[src/rtl/pin_input_debouncer_pkg.sv]
// pin_input_pkg: shared state encoding and counter width helpers for board input pins
package pin_input_pkg;
  typedef enum logic [1:0] {RELEASED, CHECK_PRESS, PRESSED, CHECK_RELEASE} state_t;
  function automatic int db_w(input int n);
    return $clog2(n);
  endfunction
  function automatic int hold_w(input int n);
    return $clog2(n + 1);
  endfunction
endpackage

[src/rtl/pin_input_debouncer_sync_2ff.sv]
// sync_2ff: two-flop synchroniser for an asynchronous board input pin
module sync_2ff #(
  parameter logic RESET_VAL = 1'b0
) (
  input  logic clk,
  input  logic rst,
  input  logic d,
  output logic q
);
  logic m;
  always_ff @(posedge clk)
    if (rst) {q, m} <= {2{RESET_VAL}};
    else {q, m} <= {m, d};
endmodule

[src/rtl/pin_input_debouncer.sv]
// pin_input_debouncer: debounced level, edge pulses, long-press pulse and press counter for one pin
module pin_input_debouncer
  import pin_input_pkg::*;
#(
  parameter int DEBOUNCE_CYCLES   = 16000,
  parameter int LONG_PRESS_CYCLES = 16000000,
  parameter bit ACTIVE_LOW        = 1'b1,
  parameter int CNT_W             = 8
) (
  input  logic             pin3_clk_16mhz,
  input  logic             rst,
  input  logic             pin_in,
  output logic             level,
  output logic             rise_pulse,
  output logic             fall_pulse,
  output logic             long_press,
  output logic [CNT_W-1:0] press_count
);
  localparam int DW = db_w(DEBOUNCE_CYCLES);
  localparam int HW = hold_w(LONG_PRESS_CYCLES);
  localparam logic [DW-1:0] DB_LAST   = DW'(DEBOUNCE_CYCLES - 1);
  localparam logic [HW-1:0] HOLD_MAX  = HW'(LONG_PRESS_CYCLES);
  localparam logic [HW-1:0] HOLD_FIRE = HW'(LONG_PRESS_CYCLES - 2);
  state_t          state;
  logic [DW-1:0]   db_cnt;
  logic [HW-1:0]   hold_cnt;
  logic            s, p;
  sync_2ff #(.RESET_VAL(ACTIVE_LOW)) u_sync (
    .clk(pin3_clk_16mhz),
    .rst(rst),
    .d  (pin_in),
    .q  (s)
  );
  assign p = s ^ ACTIVE_LOW;
  // hold_cnt saturates so long_press can only fire on the single L-2 -> L-1 step
  always_ff @(posedge pin3_clk_16mhz)
    if (rst) begin
      state       <= RELEASED;
      db_cnt      <= '0;
      hold_cnt    <= '0;
      level       <= 1'b0;
      rise_pulse  <= 1'b0;
      fall_pulse  <= 1'b0;
      long_press  <= 1'b0;
      press_count <= '0;
    end else begin
      rise_pulse <= 1'b0;
      fall_pulse <= 1'b0;
      long_press <= 1'b0;
      case (state)
        RELEASED:
          if (p) begin
            state  <= CHECK_PRESS;
            db_cnt <= DW'(1);
          end
        CHECK_PRESS:
          if (!p) begin
            state  <= RELEASED;
            db_cnt <= '0;
          end else if (db_cnt == DB_LAST) begin
            state       <= PRESSED;
            db_cnt      <= '0;
            level       <= 1'b1;
            rise_pulse  <= 1'b1;
            press_count <= press_count + 1'b1;
            hold_cnt    <= '0;
          end else db_cnt <= db_cnt + 1'b1;
        PRESSED: begin
          if (hold_cnt != HOLD_MAX) hold_cnt <= hold_cnt + 1'b1;
          long_press <= hold_cnt == HOLD_FIRE;
          if (!p) begin
            state  <= CHECK_RELEASE;
            db_cnt <= DW'(1);
          end
        end
        CHECK_RELEASE:
          if (p) begin
            state  <= PRESSED;
            db_cnt <= '0;
          end else if (db_cnt == DB_LAST) begin
            state      <= RELEASED;
            db_cnt     <= '0;
            level      <= 1'b0;
            fall_pulse <= 1'b1;
          end else db_cnt <= db_cnt + 1'b1;
        default: state <= RELEASED;
      endcase
    end
endmodule

[config.mk]
export PLATFORM = sky130hd
export DESIGN_NAME = pin_input_debouncer
export DESIGN_NICKNAME = d
export VERILOG_FILES = /design/src/rtl/pin_input_debouncer_pkg.sv /design/src/rtl/pin_input_debouncer_sync_2ff.sv /design/src/rtl/pin_input_debouncer.sv
export SDC_FILE = /design/constraint.sdc
export NUM_CORES = 1
export LEC_CHECK = 0
export ABC_AREA = 1
export CORE_MARGIN = 2
export CORE_UTILIZATION = 60
export DETAILED_ROUTE_END_ITERATION = 10
export PLACE_DENSITY = 0.81
export SYNTH_ARGS = -nofsm -noshare
export SYNTH_HDL_FRONTEND = slang
export SYNTH_SLANG_ARGS = --single-unit
[constraint.sdc]
create_clock -name pin3_clk_16mhz -period 1.7 [get_ports pin3_clk_16mhz]
set_input_delay 0.34 -clock pin3_clk_16mhz [delete_from_list [all_inputs] [get_ports pin3_clk_16mhz]]
set_output_delay 0.34 -clock pin3_clk_16mhz [all_outputs]
set_load 0.01 [all_outputs]
# Word-level counts from Yosys, hierarchy flattened
# Index checks and enable logic that the tools add are counted.
# totals
ff_bits	54
wordCells	66
# op_classes
n_reduce_logical	11
addsub	3
eq_ne	15
muxes	23
n_bitwise	4
# op_table
cell	count
2-to-1 mux 24 bit	3
2-to-1 mux 14 bit	5
case mux 14 bit (4 select lines)	1
case mux 24 bit (2 select lines)	1
adder 24 x 1 -> 24 bit, second input constant	1
equality test 24 bit, second input constant	1
!= test 24 bit, second input constant	1
adder 14 x 1 -> 14 bit, second input constant	1
equality test 14 bit, second input constant	1
2-to-1 mux 2 bit	6
!= test 2 bit, second input constant	5
adder 8 x 1 -> 8 bit, second input constant	1
case mux 2 bit (4 select lines)	1
AND reduction 4 bit	2
OR reduction 3 bit	2
2-to-1 mux 1 bit	5
AND reduction 5 bit	1
equality test 2 bit, second input constant	2
!= test 2 x 1 -> 1 bit, second input constant	2
NOT 1 bit	4
nonzero test 2 bit	2
!= test 3 x 2 -> 1 bit, second input constant	1
!= test 3 bit, second input constant	1
AND reduction 3 bit	1
5 further kinds	5

# Longest topological paths before layout
# depth
ltp_word	4
mapped_depth	12

# Hierarchy
# From an unflattened synthesis, not the netlist that was laid out.
# hier_totals
hier_cells	489
area_unflattened_um2	3196.8
# by_module_without_submodules
mod	instances	area_per_inst_um2	seq_area_each_um2	cells_per_inst
pin_input_debouncer	1	3138.0	1041.0	482
sync_2ff	1	58.8	40.0	7

# Worst setup path before layout
# No wires, ideal clock.
# synth_timing
kind	flip-flop to flip-flop
startpoint	register db_cnt[0]
endpoint	register hold_cnt[1]
t_required_ns	1.583
setup_ns	0.117
arrival_time_ns	1.475
setup_slack_ns	0.108
path_buffers	1
stages_incl_launch_ff	12
path_cell_list	dfxtp_1 ha_1 nand2_2 nor2_4 nand2_4 nor2_8 nand3_4 nand2_4 inv_4 buf_8 a21oi_2 nor2_1
# synth_via
elab_chain_len	3
# synth_rtl
item	line_no	rtl
start: declaration	pin_input_debouncer.sv:25	logic [DW-1:0] db_cnt;
start signal: assignment	pin_input_debouncer.sv:67	end else db_cnt <= db_cnt + 1'b1;
start signal: assignment	pin_input_debouncer.sv:85	end else db_cnt <= db_cnt + 1'b1;
equality test 14 bit	pin_input_debouncer.sv:60	end else if (db_cnt == DB_LAST) begin
!= test 2 bit (no line)	n/a	
AND reduction 4 bit (no line)	n/a	
end signal: assignment	pin_input_debouncer.sv:69	if (hold_cnt != HOLD_MAX) hold_cnt <= hold_cnt + 1'b1;
end: declaration	pin_input_debouncer.sv:26	logic [HW-1:0] hold_cnt;
# Every way passes these cells.
# A chain may end at the register's enable or synchronous reset.

# Final worst setup path
# layout_timing
startpoint	register db_cnt[1]
endpoint	register hold_cnt[18]
# The elaborated chain is that of the path after synthesis.

==> insert_results.sql <==
INSERT INTO impl_metrics (metric_group, metric, value, unit) VALUES
('sta', 'clock.fmax', '581', 'MHz'),
('global_route', 'global_route.usage.total', '0.279', ''),
('die', 'overall_die_area', '5940', 'um2'),
('sta', 'final.setup_skew', '7.70', 'ps'),
('clocking', 'tritoncts_clock_tree', 'done', ''),
('sta', 'shortest_period_the_worst_path_allows', '1720', 'ps'),
('layout', 'finish.cell_count_without_fillers', '624', ''),
('status', 'violations', 'setup timing', ''),
('status', 'run_status', 'complete, but fails checks', ''),
('logic_synthesis', 'synthesis.area', '3210', 'um2'),
('route', 'route.vias.total', '3499', ''),
('layout', 'syn_to_final_growth', '21.9', '%'),
('die', 'initial_core_util', '0.624', ''),
('die', 'chipWidth', '77.1', 'um'),
('route', 'dr.pass1.iters', '5', ''),
('sta', 'final-setup-viol-count', '6', ''),
('global_route', 'largest_net_degree_at_the_start_of_global_routing', '35', ''),
('sta', 'post-route-period-util', '1.01', ''),
('global_route', 'grt_antenna_before_repair', '0', ''),
('power_and_ir_drop', 'vdd_drop_max', '0.000726', 'V'),
('die', 'die_h', '77.1', 'um'),
('die', 'placementRows', '26', ''),
('clocking', 'clock_transition_at_path_regs', '100', 'ps'),
('sta', 'worst_slew_pin_slew', '368', 'ps'),
('setup_path', 'cp_cell_sequence', 'ha_4 > nand2_4 > nor2_4 > nand2_4 > nor2_8 > nand3_4 > nand2_8 > inv_8 > nor2_2 > nor2_1 > nor2_1', ''),
('sta', 'rsz_0062_raised_after_global_routing', 'true', ''),
('logic_synthesis', 'synth.ff_latch_count', '54', ''),
('sta', 'hold_viol', '0', ''),
('setup_path', 'critical_path.max_stage_delay', '390', 'ps'),
('route', 'route.detailed.drc', '0', ''),
('logic_synthesis', 'synthesis.yosys.warnings', '0', ''),
('setup_path', 'slowest_stage', 'sky130_fd_sc_hd__dfxtp_2', ''),
('route', 'via_per_inst', '5.61', ''),
('logic_synthesis', 'synth.distinct_cells', '34', ''),
('route', 'final_antenna_net_count', '0', ''),
('logic_synthesis', 'mappedNetlistNets', '509', ''),
('layout', 'fraction_of_layout_cells_with_a_size_suffix_above_1', '0.179', ''),
('run', 'maxCapViolCount', '0', ''),
('die', 'core_region_area', '5140', 'um2'),
('min_path', 'hold_path_class', 'reg2reg', ''),
('layout', 'antenna_cells_inserted', '0', ''),
('logic_synthesis', 'syn_inst', '501', ''),
('sta', 'timing.slew.headroom', '0.753', ''),
('route', 'drt_iter0_drc', '208', ''),
('setup_path', 'arrival', '1970', 'ps'),
('clocking', 'cts.hold.buffers_added', '0', ''),
('logic_synthesis', 'synth.yosys.seq_area_share', '0.337', ''),
('setup_path', 'cp_max_fo', '19', ''),
('placement', 'dpl.hpwl', '6060', 'um'),
('layout', 'nNetsFinal', '561', ''),
('route', 'routed_wl', '8620', 'um'),
('route', 'routedWlPerCell', '13.8', 'um'),
('global_route', 'grt_pass1_wl', '13500', 'um'),
('layout', 'final.fill_count', '416', ''),
('die', 'floorplan.io_pins', '15', ''),
('placement', 'placedCellCount', '607', ''),
('setup_path', 'worstPathRequired', '1940', 'ps'),
('clocking', 'cts_max_level', '2', ''),
('global_route', 'globalRouteOverflowTotal', '0', ''),
('setup_path', 'timing.setup.critical_path_class', 'reg2reg', ''),
('setup_path', 'crit_path_end_kind', 'register', ''),
('placement', 'port_buffers', '14', ''),
('clocking', 'cts_buffer_depth', '2', ''),
('placement', 'finalWeightedCongestion', '0.964', ''),
('clocking', 'ctsRootBufferMaster', 'sky130_fd_sc_hd__clkbuf_8', ''),
('sta', 'final_max_slew_viol_count', '0', ''),
('clocking', 'clkLatencyLatePin', '310', 'ps'),
('sta', 'setup_tns', '-78.3', 'ps'),
('power_and_ir_drop', 'power_per_cell_area', '636', 'nW/um2'),
('clocking', 'numCtsBuffers', '5', ''),
('sta', 'hold_slack', '428', 'ps'),
('power_and_ir_drop', 'p_leak', '0.00154', 'uW'),
('setup_path', 'critical_path.startpoint_type', 'register', ''),
('global_route', 'grt_pass1_vias', '3051', ''),
('clocking', 'cts_sinks', '54', ''),
('logic_synthesis', 'synthesis.area_per_instance', '6.40', 'um2'),
('sta', 'timing.final.ws_setup', '-22.4', 'ps');
[final timing paths]
kind	start	endpoint	slack, ps	cells past startpoint
hold / removal	u_sync.m	u_sync.q	430	1
hold reg to reg	u_sync.m	u_sync.q	430	1
setup reg to reg	db_cnt[1]	hold_cnt[18]	-20	11
setup / recovery	db_cnt[1]	hold_cnt[18]	-20	11
[critical path, delay by kind of cell (launching register included)]
| family | cells | cell delay, ps |
|---|---|---|
| simple gates | 9 | 1010 |
| fa+ha+maj | 1 | 170 |
| flops | 1 | 390 |
| buf+inv | 1 | 80 |
[synth_stat cells]
cell | n | area share
sky130_fd_sc_hd__a21oi_1 | 34 | 0.053
sky130_fd_sc_hd__a21oi_2 | 4 | 0.011
sky130_fd_sc_hd__a221oi_1 | 1 | 0.0027
sky130_fd_sc_hd__and3_1 | 2 | 0.0039
sky130_fd_sc_hd__buf_2 | 4 | 0.0062
sky130_fd_sc_hd__buf_8 | 2 | 0.0094
sky130_fd_sc_hd__clkbuf_1 | 4 | 0.0047
sky130_fd_sc_hd__dfxtp_1 | 54 | 0.34
sky130_fd_sc_hd__ha_1 | 5 | 0.020
sky130_fd_sc_hd__inv_1 | 47 | 0.055
sky130_fd_sc_hd__inv_2 | 2 | 0.0023
sky130_fd_sc_hd__inv_4 | 1 | 0.0020
sky130_fd_sc_hd__nand2_1 | 137 | 0.16
sky130_fd_sc_hd__nand2_2 | 3 | 0.0059
sky130_fd_sc_hd__nand2_4 | 2 | 0.0070
sky130_fd_sc_hd__nand3_1 | 55 | 0.086
sky130_fd_sc_hd__nand3_4 | 1 | 0.0055
sky130_fd_sc_hd__nand3b_4 | 1 | 0.0062
sky130_fd_sc_hd__nand4_1 | 14 | 0.027
sky130_fd_sc_hd__nor2_1 | 81 | 0.095
sky130_fd_sc_hd__nor2_2 | 1 | 0.0020
sky130_fd_sc_hd__nor2_4 | 2 | 0.0070
sky130_fd_sc_hd__nor2_8 | 1 | 0.0062
sky130_fd_sc_hd__nor3_1 | 9 | 0.014
sky130_fd_sc_hd__nor3_4 | 1 | 0.0051
sky130_fd_sc_hd__nor3b_2 | 1 | 0.0039
sky130_fd_sc_hd__nor4_1 | 3 | 0.0059
sky130_fd_sc_hd__o211a_1 | 1 | 0.0031
sky130_fd_sc_hd__o21ai_0 | 14 | 0.022
sky130_fd_sc_hd__o21ai_1 | 1 | 0.0016
sky130_fd_sc_hd__o21bai_1 | 4 | 0.0094
sky130_fd_sc_hd__or2_2 | 6 | 0.012
sky130_fd_sc_hd__xnor2_1 | 2 | 0.0055
sky130_fd_sc_hd__xor2_1 | 1 | 0.0027
[state kept, by name, summed over array words and instances, names as in the netlist, named ones only]
register,count
db_cnt,14
fall_pulse,1
hold_cnt,24
level,1
long_press,1
press_count,8
rise_pulse,1
state,1
u_sync.m,1
u_sync.q,1
[through the flow]
step / setup WS (ps) / utilization / instance area (um2) / power [uW]
CTS: 2.54 / 0.729 / 3750 / 2440
global placement: 78.0 / 0.704 / 3620 / 1600
detailed placement: -18.8 / 0.704 / 3620 / 1600
finish: -22.4 / 0.760 / 3910 / 2490
global route: -93.2 / 0.760 / 3910 / 2570
floorplan: 108 / - / 3210 / 1510
[layout make-up]
type | instances | area, um2 | area share
Multi-Input combinational cell | 387 | 1960 | 0.501
Sequential cell | 54 | 1090 | 0.278
Timing Repair Buffer | 55 | 468 | 0.120
Inverter | 50 | 198 | 0.0506
Tap cell | 70 | 87.6 | 0.0224
Clock buffer | 5 | 68.8 | 0.0176
Clock inverter | 3 | 40.0 | 0.0102
[cells by family after synthesis]
| family | share of synthesized area |
|---|---|
| xor+xnor | 0.00820 |
| flops | 0.337 |
| simple gates | 0.453 |
| buf+inv | 0.0796 |
| fa+ha+maj | 0.0195 |
| compound gates | 0.103 |
[power breakdown]
| part | internal (uW) | switching, uW |
|---|---|---|
| Combinational | 122 | 197 |
| Sequential | 1290 | 18.7 |
| Clock | 435 | 429 |
[placed cells by master, fill, tap and decap left out, types with 5 or more instances in the layout]
master,n
sky130_fd_sc_hd__nor3_1,8
sky130_fd_sc_hd__o21ai_0,12
sky130_fd_sc_hd__buf_4,38
sky130_fd_sc_hd__inv_1,44
sky130_fd_sc_hd__clkdlybuf4s50_1,14
sky130_fd_sc_hd__clkbuf_8,5
sky130_fd_sc_hd__nand2_1,133
sky130_fd_sc_hd__nor2_1,73
sky130_fd_sc_hd__or2_2,6
sky130_fd_sc_hd__a21oi_1,34
sky130_fd_sc_hd__nand4_1,14
sky130_fd_sc_hd__dfxtp_2,5
sky130_fd_sc_hd__nand3_1,53
sky130_fd_sc_hd__nor2_2,9
sky130_fd_sc_hd__dfxtp_1,49
[timing repair]
action	CTS	global route
endpoints found under the setup margin	5	47
cloned	0	1
gates resized for setup	4	34
pin swaps	1	7
setup buffers	0	8
endpoints found under the hold margin	0	0
[metal layers]
metal  vias up  GRT usage  routed length [um]
met3        15     0.0553                 615
met1      1619      0.382                3900
met5         -          0                   0
met2       126      0.451                3980
met4         0     0.0750                 123
li1       1739          -                   -
Note: power is estimated with default switching activity, not from simulation.
